===== config.mk =====
export PLATFORM = sky130hd
export DESIGN_NAME = imem_loader
export DESIGN_NICKNAME = d
export VERILOG_FILES = /design/src/rtl/imem_loader.sv
export SDC_FILE = /design/constraint.sdc
export NUM_CORES = 1
export LEC_CHECK = 0
export ABC_AREA = 1
export CAP_MARGIN = 10
export CORE_MARGIN = 3
export CORE_UTILIZATION = 52
export DETAILED_ROUTE_END_ITERATION = 12
export PLACE_DENSITY_LB_ADDON = 0.12
export SYNTH_ARGS = -nofsm -noshare
export SYNTH_HDL_FRONTEND = slang
export SYNTH_SLANG_ARGS = --single-unit

===== constraint.sdc =====
create_clock -name clk -period 2.3 [get_ports clk]
set_input_delay 0.69 -clock clk [delete_from_list [all_inputs] [get_ports clk]]
set_output_delay 0.69 -clock clk [all_outputs]
set_load 0.05 [all_outputs]

===== src/rtl/imem_loader.sv =====
// imem_loader: assembles a big-endian byte stream into 32-bit words and writes them into CPU instruction memory.
// Define IMEM_LOADER_CHECKSUM_EN to require a trailing modulo-256 sum byte before the CPU is released.
module imem_loader #(
    parameter int MAX_WORDS   = 256,
    parameter int HOLD_CYCLES = 2
) (
    input  logic        clk,
    input  logic        rst,
    input  logic        start,
    input  logic [15:0] load_words,
    input  logic        byte_valid,
    input  logic [7:0]  byte_data,
    output logic        byte_ready,
    output logic        initialize,
    output logic [31:0] instruction_initialize_data,
    output logic [31:0] instruction_initialize_address,
    output logic        cpu_rst,
    output logic        done,
    output logic        error
);
    // state   | meaning
    // IDLE    | waiting for start, CPU held in reset
    // COLLECT | accepting the four bytes of the next word
    // WRITE   | driving one word into instruction memory for HOLD_CYCLES clocks
    // CHECK   | all words written; optional checksum byte
    // DONE    | load complete, CPU released
    // ERR     | load rejected, CPU held in reset
    typedef enum logic [2:0] {
        S_IDLE, S_COLLECT, S_WRITE, S_CHECK, S_DONE, S_ERR
    } state_t;

    localparam logic [16:0] MAX_LEN   = 17'(MAX_WORDS);
    localparam logic [3:0]  HOLD_LAST = 4'(HOLD_CYCLES - 1);

    state_t      state_q, state_d;
    logic [31:0] word_q, word_d;
    logic [31:0] addr_q, addr_d;
    logic [1:0]  byte_cnt_q, byte_cnt_d;
    logic [15:0] words_q, words_d;
    logic [15:0] len_q, len_d;
    logic [3:0]  hold_q, hold_d;
    logic        len_ok;
`ifdef IMEM_LOADER_CHECKSUM_EN
    logic [7:0]  sum_q, sum_d;
`endif

    assign len_ok = (load_words != 16'd0) && ({1'b0, load_words} <= MAX_LEN);

`ifdef IMEM_LOADER_CHECKSUM_EN
    assign byte_ready = (state_q == S_COLLECT) || (state_q == S_CHECK);
`else
    assign byte_ready = (state_q == S_COLLECT);
`endif
    assign initialize = (state_q == S_WRITE);
    assign cpu_rst    = (state_q != S_DONE);
    assign done       = (state_q == S_DONE);
    assign error      = (state_q == S_ERR);
    assign instruction_initialize_data    = word_q;
    assign instruction_initialize_address = addr_q;

    always_comb begin
        state_d    = state_q;
        word_d     = word_q;
        addr_d     = addr_q;
        byte_cnt_d = byte_cnt_q;
        words_d    = words_q;
        len_d      = len_q;
        hold_d     = hold_q;
`ifdef IMEM_LOADER_CHECKSUM_EN
        sum_d      = sum_q;
`endif
        case (state_q)
            S_IDLE, S_DONE, S_ERR: begin
                if (start) begin
                    if (len_ok) begin
                        state_d    = S_COLLECT;
                        addr_d     = 32'd0;
                        byte_cnt_d = 2'd0;
                        words_d    = 16'd0;
                        len_d      = load_words;
`ifdef IMEM_LOADER_CHECKSUM_EN
                        sum_d      = 8'd0;
`endif
                    end else begin
                        state_d = S_ERR;
                    end
                end
            end
            S_COLLECT: begin
                if (byte_valid) begin
                    word_d     = {word_q[23:0], byte_data};
                    byte_cnt_d = byte_cnt_q + 2'd1;
`ifdef IMEM_LOADER_CHECKSUM_EN
                    sum_d      = sum_q + byte_data;
`endif
                    if (byte_cnt_q == 2'd3) begin
                        state_d = S_WRITE;
                        hold_d  = HOLD_LAST;
                    end
                end
            end
            S_WRITE: begin
                if (hold_q == 4'd0) begin
                    addr_d  = addr_q + 32'd4;
                    words_d = words_q + 16'd1;
                    state_d = (words_q + 16'd1 == len_q) ? S_CHECK : S_COLLECT;
                end else begin
                    hold_d = hold_q - 4'd1;
                end
            end
            S_CHECK: begin
`ifdef IMEM_LOADER_CHECKSUM_EN
                if (byte_valid) begin
                    state_d = (byte_data == sum_q) ? S_DONE : S_ERR;
                end
`else
                state_d = S_DONE;
`endif
            end
            default: state_d = S_IDLE;
        endcase
    end

    always_ff @(posedge clk or negedge rst) begin
        if (!rst) begin
            state_q    <= S_IDLE;
            word_q     <= 32'd0;
            addr_q     <= 32'd0;
            byte_cnt_q <= 2'd0;
            words_q    <= 16'd0;
            len_q      <= 16'd0;
            hold_q     <= 4'd0;
`ifdef IMEM_LOADER_CHECKSUM_EN
            sum_q      <= 8'd0;
`endif
        end else begin
            state_q    <= state_d;
            word_q     <= word_d;
            addr_q     <= addr_d;
            byte_cnt_q <= byte_cnt_d;
            words_q    <= words_d;
            len_q      <= len_d;
            hold_q     <= hold_d;
`ifdef IMEM_LOADER_CHECKSUM_EN
            sum_q      <= sum_d;
`endif
        end
    end
endmodule


# Word-level counts from Yosys, hierarchy flattened
# Cells that the tools add are included.
[word_totals]
regBits = 105
latchBits = 0
ram_bits = 0
mem_bits_ro = 0
in_bits = 28
out_inout_bits = 69
wordCells = 63
n_memories = 0
[op_classes]
addsub = 4
n_mul = 0
div = 0
order_cmp = 1
eq_ne = 14
shift = 0
n_mux = 23
bitwise = 0
reduce_logical = 14
[op_table]
columns = ["operator", "n"]
rows = [
  ["32-bit 2-to-1 mux", 3],
  ["32-bit case mux with 2 select lines", 1],
  ["16-bit 2-to-1 mux", 3],
  ["32-bit by 3-bit adder with 32-bit output (second input constant)", 1],
  ["16-bit case mux with 2 select lines", 1],
  ["16-bit by 1-bit adder with 16-bit output (second input constant)", 1],
  ["16-bit == test", 1],
  ["16-bit by 9-bit <= comparator with 1-bit output (second input constant)", 1],
  ["4-bit AND reduction", 4],
  ["16-bit nonzero test", 1],
  ["3-bit 2-to-1 mux", 5],
  ["4-bit 2-to-1 mux", 3],
  ["3-bit case mux with 4 select lines", 1],
  ["2-bit 2-to-1 mux", 4],
  ["2-bit != test (second input constant)", 4],
  ["4-bit case mux with 2 select lines", 1],
  ["3-bit by 2-bit == test with 1-bit output (second input constant)", 2],
  ["3-bit == test (second input constant)", 2],
  ["2-bit nonzero test", 3],
  ["4-bit zero test", 1],
  ["2-bit by 1-bit != test with 1-bit output (second input constant)", 2],
  ["2-bit case mux with 2 select lines", 1],
  ["4-bit by 1-bit subtractor with 4-bit output (second input constant)", 1],
  ["3-bit by 1-bit == test with 1-bit output (second input constant)", 1],
  ["8 further kinds", 8],
]

# Longest topological paths before layout
[logic_depth]
depth_word = 5
depth_mapped = 13
mapped_depth_nobuf = 13

# Worst setup path before layout
# OpenSTA, ideal clock, no wires.
[synth_path]
kind = "flip-flop to output port"
startpoint = "reg state_q[1]"
endpoint = "out cpu_rst"
arrival_time_ns = 1.721
t_required_ns = 1.610
setup_slack_ns = -0.111
path_stages_with_launch = 5
n_path_buf = 0
cell_sequence = "dfrtp_1 -> inv_1 -> nand2_1 -> nor2_1 -> inv_1"
[synth_via]
elab_chain_cells = 1
[synth_lines]
columns = ["element", "line", "rtl"]
rows = [
  ["from (decl)", "35", "state_t state_q, state_d;"],
  ["from (signal assigned)", "137", "state_q <= state_d;"],
  ["3-bit != test", "55", "assign cpu_rst = (state_q != S_DONE);"],
  ["to (decl)", "17", "output logic cpu_rst,"],
]
# No other way between the ends.

# Final worst setup path
[layout_path]
startpoint = "reg word_q[23], in the netlist instruction_initialize_data[23]"
endpoint = "out instruction_initialize_data[23]"
[layout_lines]
columns = ["element", "line", "rtl"]
rows = [
  ["from (decl)", "36", "logic [31:0] word_q, word_d;"],
  ["from (signal assigned)", "138", "word_q <= word_d;"],
  ["to (decl)", "15", "output logic [31:0] instruction_initialize_data,"],
]
# No word-level cell between the ends.

==> impl_metrics.ini <==
[logic_synthesis]
yosys_register_bits = 103
synthArstFlopShare_pct = 100
synth_seq_area_share_pct = 45.2
synth_top_area_cell = dfrtp_1
synth_warnings = 0
synth-main-ff-cell = dfrtp_1
yosysUniqueCellTypes = 44
synth_area_um2 = 5710
avgSynthCellArea_um2 = 7.63
synth_edf_count = 0
synth_cells = 748
yosys-top-cells-count = nand2_1 (265), dfrtp_1 (103), inv_1 (79), nor2_1 (58), nand3_1 (54)
synth.area.top_cells = dfrtp_1 (45%), nand2_1 (17%), inv_1 (5.2%), nand3_1 (4.7%), nor2_1 (3.8%)
synth.top_cell.area_share_pct = 45.2
yosysMostFrequentCell = nand2_1

[cells_and_area]
antennaDiodeCount = 0
seqCellArea_um2 = 2580
multi_input_area_um2 = 2710
drive_gt1_share_pct = 12.3
fill_cells = 880
fin_nets = 891
final_util_pct = 68.0
areaGrowthSynthToFinish_pct = 25.2
fin_area_um2 = 7150

[grt]
met1_usage_pct = 31.5
met3_usage_pct = 6.55
grt_busiest_layer = met2
grt_pass1_wl_mm = 24.2
use_met2_pct = 38.9
grt_max_degree = 49
overflow = 0
grt_pass1_vias = 5164
grt_use_total_pct = 23.7
antenna_found_initial = 0

[worst_setup_path]
crit_type = register to primary output
start_kind = register
critPathArrivalTime_ns = 1.55
path_buf_inv = 1
crit_path_end_kind = primary output
required_ns = 1.61
critical-path-top-delay-family = buffers and inverters
cpPeakStageDelay_ns = 0.80
crit_slowest_cell = clkdlybuf4s50_1
crit_chain = clkdlybuf4s50_1
cp_max_fo = 2

[pwr]
leakage_nw = 3.59
power_density_nw_per_um2 = 929
ir_worst_vdd_mv = 0.908

[detailed_routing]
ant_nets = 0
vias = 5281
viasPerCell = 5.29
first_pass_iters = 5
drt_drc_violations_left = 0
drt_wl_total_mm = 14.1
avgRoutedWirePerCell_um = 14.2
drt_iter0_drc = 335

[sta]
rsz0062_at_grt = yes
finalCriticalPeriod_ns = 2.24
finalSetupViolCount = 0
max_freq_mhz = 446
timing.final.hold_violations = 0
tightest_slew_ns = 0.556
slew_headroom_pct = 62.6
clock-skew-final_ns = 0.0129
final.period_utilization_pct = 97.4
drv_slew = 0

[min_path]
hold_class = input port to asynchronous set/reset pin

[clocking]
cts_tree = built
cts_setup_buffers = 0
cts_buffers = 9
cts-htree-levels = 3
clk_path_buf_depth = 2
clk_pin_slew_ns = 0.10
cts.sinks = 103
cts_root_buf = clkbuf_8
clkLatencyLatePin_ns = 0.39

[die]
start_util_pct = 54.3
fp.dieH_um = 111
die_w_um = 111
io_pins = 97
row_count = 37
core_um2 = 10500
dieArea_um2 = 12300

[place]
placed_area_um2 = 6940
finalWeightedCongestion = 0.907
place_hpwl_mm = 10.6
port_buffers = 94

[run_status]
status = finished, final reports clean

[job]
maxCapViolations = 0
## logic make-up after synthesis
kind of cell,Yosys count,share of synthesized area (%)
AND/OR/NAND/NOR,430,32.5
buffers and inverters,104,7.46
flip-flops,103,45.2
AO/OA/AOI/OAI,83,10.1
XOR/XNOR,21,3.46
adder cells (fa/ha/maj),5,1.10
other,1,0.0657
multiplexers,1,0.197
## metrics by stage
step	setup WS, ns	TNS [ns]	hold slack (ns)	total power [mW]	std cells
2_1_floorplan	0.202	0	0.394	4.46	749
3_3_place_gp	-0.152	-5.94	0.455	5.56	983
3_5_place_dp	-0.181	-6.37	0.457	5.64	983
4_1_cts	0.000307	0	0.220	6.70	999
5_1_grt	-0.0168	-0.0168	0.228	7.04	999
6_report	0.0594	0	0.219	6.64	999
## sequential cells by signal, summed over array words and instances, names as in the netlist
| signal | count |
|---|---|
| instruction_initialize_address | 30 |
| byte_cnt_q | 2 |
| words_q | 16 |
| instruction_initialize_data | 32 |
| hold_q | 4 |
| state_q | 3 |
| len_q | 16 |
## final cells by class
type | count | area share, %
Multi-Input combinational cell | 542 | 38.0
Sequential cell | 103 | 36.1
Timing Repair Buffer | 117 | 16.4
Inverter | 85 | 4.50
Tap cell | 136 | 2.38
Clock buffer | 10 | 1.93
Clock inverter | 6 | 0.700
## what timing repair did
action                                  4_1_cts  5_1_grt
gates resized for setup                      25       18
endpoints found under the hold margin         0        0
endpoints found under the setup margin       25       18
hold buffers                                  0        0
## where the power goes
part | leakage [nW] | internal (mW) | switching (mW)
Combinational | 2.14 | 0.991 | 2.13
Clock | 0.0956 | 0.441 | 0.679
Sequential | 1.36 | 2.14 | 0.255
Total | 3.59 | 3.57 | 3.07
## worst paths after layout
check / slack (ns) / from / depth (start not counted) / to
max: 0.06 / instruction_initialize_data[23] / 1 / instruction_initialize_data[23]
min: 0.22 / rst / 1 / words_q[0]
max reg2reg: 0.29 / words_q[0] / 11 / state_q[1]
min reg2reg: 0.49 / instruction_initialize_data[26] / 2 / instruction_initialize_data[26]
max in group asynchronous: 1.48 / rst / 2 / instruction_initialize_data[16]
min in group clk: 0.49 / instruction_initialize_data[26] / 2 / instruction_initialize_data[26]
## cells in the final DEF, fill, tap and decap left out, types with 2 or more instances in the layout
master,n
a21o_1,2
a21oi_1,6
and2_1,3
buf_12,9
buf_4,39
clkbuf_8,10
clkdlybuf4s50_1,27
conb_1,2
dfrtp_1,103
dlygate4sd2_1,25
dlymetal6s2s_1,17
ha_1,5
inv_1,79
inv_2,5
inv_6,3
nand2_1,265
nand2_2,4
nand3_1,54
nand3b_1,7
nand4_1,9
nor2_1,57
nor2_2,3
nor2_4,4
nor3_1,12
nor3_2,2
nor4_1,3
o21ai_0,26
o21ai_1,15
o21bai_1,3
o22ai_1,11
o31ai_2,16
or2_2,2
xnor2_1,2
xor2_1,18
## per-layer routing
metal,wire length (µm),up-vias
li1,-,2612
met3,1100,17
met5,0,-
met2,6660,161
met1,6200,2491
met4,174,0
Power figures use the tool's default switching activity.
==> RTL change, RTL diff (same settings) <==
Build with the macro `IMEM_LOADER_CHECKSUM_EN` defined.
--- a/src/rtl/imem_loader.sv
+++ b/src/rtl/imem_loader.sv
@@ -2,2 +2,4 @@
 // Define IMEM_LOADER_CHECKSUM_EN to require a trailing modulo-256 sum byte before the CPU is released.
+`define IMEM_LOADER_CHECKSUM_EN
+
 module imem_loader #(
Check against the original RTL: not equivalent (a bounded check fails within 10 cycles, from zero or initial values and one cycle with rst low).
==> RTL change against the original RTL <==
- clock power increased by 50%
- global-route usage rose by 0.60 points
- area after synthesis up 7.7%
- final area rose by 12%
- power rose by 27%
- die area increased by 7.3%
- sequential cell count grew 8
- routed wire length up 11%
- setup slack worse by 0.045 ns
- critical endpoint is now instruction_initialize_data[14]
==> RTL change: results <==
export IMPL_outcome="finished clean"
export IMPL_ys_seq_area_share_pct=45.2
export IMPL_use_met1_pct=30.8
export IMPL_grt_pass1_wl_um=25600
export IMPL_reg2reg_slack_ns=0.17
export IMPL_whs_ns=0.236
export IMPL_post_drt_wl_per_cell_um=14.6
export IMPL_synthTopCellsByCount="nand2_1 (237), dfrtp_1 (111), inv_1 (105)"
export IMPL_track_usage_pct=24.3
export IMPL_num_vias=5685
export IMPL_cts_root_buffer="clkbuf_16"
export IMPL_num_multi_input_gates=556
export IMPL_hpwlAfterDp_um=11300
export IMPL_grt_use_met3_pct=5.97
export IMPL_multi_input_area_um2=2890
export IMPL_regToRegEndpoint="instruction_initialize_address[29]"
export IMPL_first_iter_violations=382
export IMPL_postCtsResizedCells=9
export IMPL_worstSkewPairLatency_ns=0.36
export IMPL_clkTransAtPathRegs_ns=0.08
export IMPL_seqCellArea_um2=2780
export IMPL_wl_met3_um=906
export IMPL_buffer_area_share_pct=18.0
export IMPL_ir_drop_mv=1.06
export IMPL_antenna_found_initial=0
export IMPL_crit_path_end="instruction_initialize_data[14]"
export IMPL_fin_nets=974
export IMPL_reg2reg_from="state_q[0]"
export IMPL_critPathMaxFanout=3
export IMPL_synth_cell_type_count=42
export IMPL_clk_share_pct=3.96
export IMPL_power_frac_seq_pct=34.7
export IMPL_inv_count=111
export IMPL_grt_max_degree=48
export IMPL_yosys_top_cells_area="dfrtp_1 (45%), nand2_1 (14%), inv_1 (6.4%), nand3_1 (3.9%), nor2_1 (3.9%)"
export IMPL_p_leak_nw=4.06
export IMPL_top_layer_used="met4"
export IMPL_worst_endpoint_arrival_ns=1.60
export IMPL_place_congestion=0.924
export IMPL_drive_gt1_share_pct=13.6
export IMPL_maxSlewHeadroom_pct=63.6
export IMPL_n_fill_cell=933
export IMPL_p_sw_share_pct=43.8
export IMPL_wl_met1_um=6870
export IMPL_critPathLaunch="instruction_initialize_data[14]"
export IMPL_met2_length_um=7700
export IMPL_n_sequential_cell=111
export IMPL_fin_worst_skew_ns=0.00750
export IMPL_grt_pass1_vias=5463
export IMPL_htree_levels=3
export IMPL_powerClk_mw=1.68
export IMPL_grt_met2_usage_pct=41.4
export IMPL_cpPeakStageDelay_ns=0.83
export IMPL_buffers=144
export IMPL_rr_worst_depth=13
-- RTL change: cell types whose count changed after synthesis, moves of 6 or more --
cell / unedited run / this run
nand2_1: 265 / 237
o21ai_0: 26 / 41
a21oi_1: 6 / 18
nor2_1: 58 / 64
o31ai_2: 16 / 0
dfrtp_1: 103 / 111
o21ai_1: 15 / 1
o31ai_1: 1 / 18
nor3_1: 12 / 18
inv_1: 79 / 105
nand3_1: 54 / 48
ha_1: 5 / 12
-- RTL change: cells by family (layout without fill, tap and decap cells) --
family | Yosys count | in the layout | synth area share (%)
xor+xnor | 29 | 29 | 4.58
other cells | 1 | 2 | 0.0610
simple gates | 409 | 411 | 28.8
buf+inv | 134 | 271 | 9.00
flops | 111 | 111 | 45.2
fa+ha+maj | 13 | 13 | 2.77
compound gates | 101 | 101 | 9.63
-- RTL change: stage by stage --
stage | instances | total power, mW | setup slack (ns) | util (%) | area [um2]
finish | 1081 | 8.45 | 0.0146 | 70.0 | 8030
CTS | 1074 | 8.48 | 0.000197 | 68.4 | 7850
floorplan | 799 | 5.36 | 0.211 | - | 6160
global route | 1081 | 8.98 | -0.0582 | 70.0 | 8030
detailed placement | 1057 | 6.78 | -0.451 | 65.6 | 7520
global placement | 1057 | 6.65 | -0.424 | 65.6 | 7520
-- RTL change: worst reg2reg max path: stages, from the launching register on --
cell and delay (ns):
dfrtp_1 0.42, inv_1 0.15, nor2_2 0.11, nor2_4 0.14
clkinv_1 0.11, nor2_2 0.19, nor2_4 0.07, nand2_2 0.07
buf_4 0.26, nand2_4 0.12, buf_12 0.15, buf_4 0.13
nand2_1 0.06, nand2_1 0.05
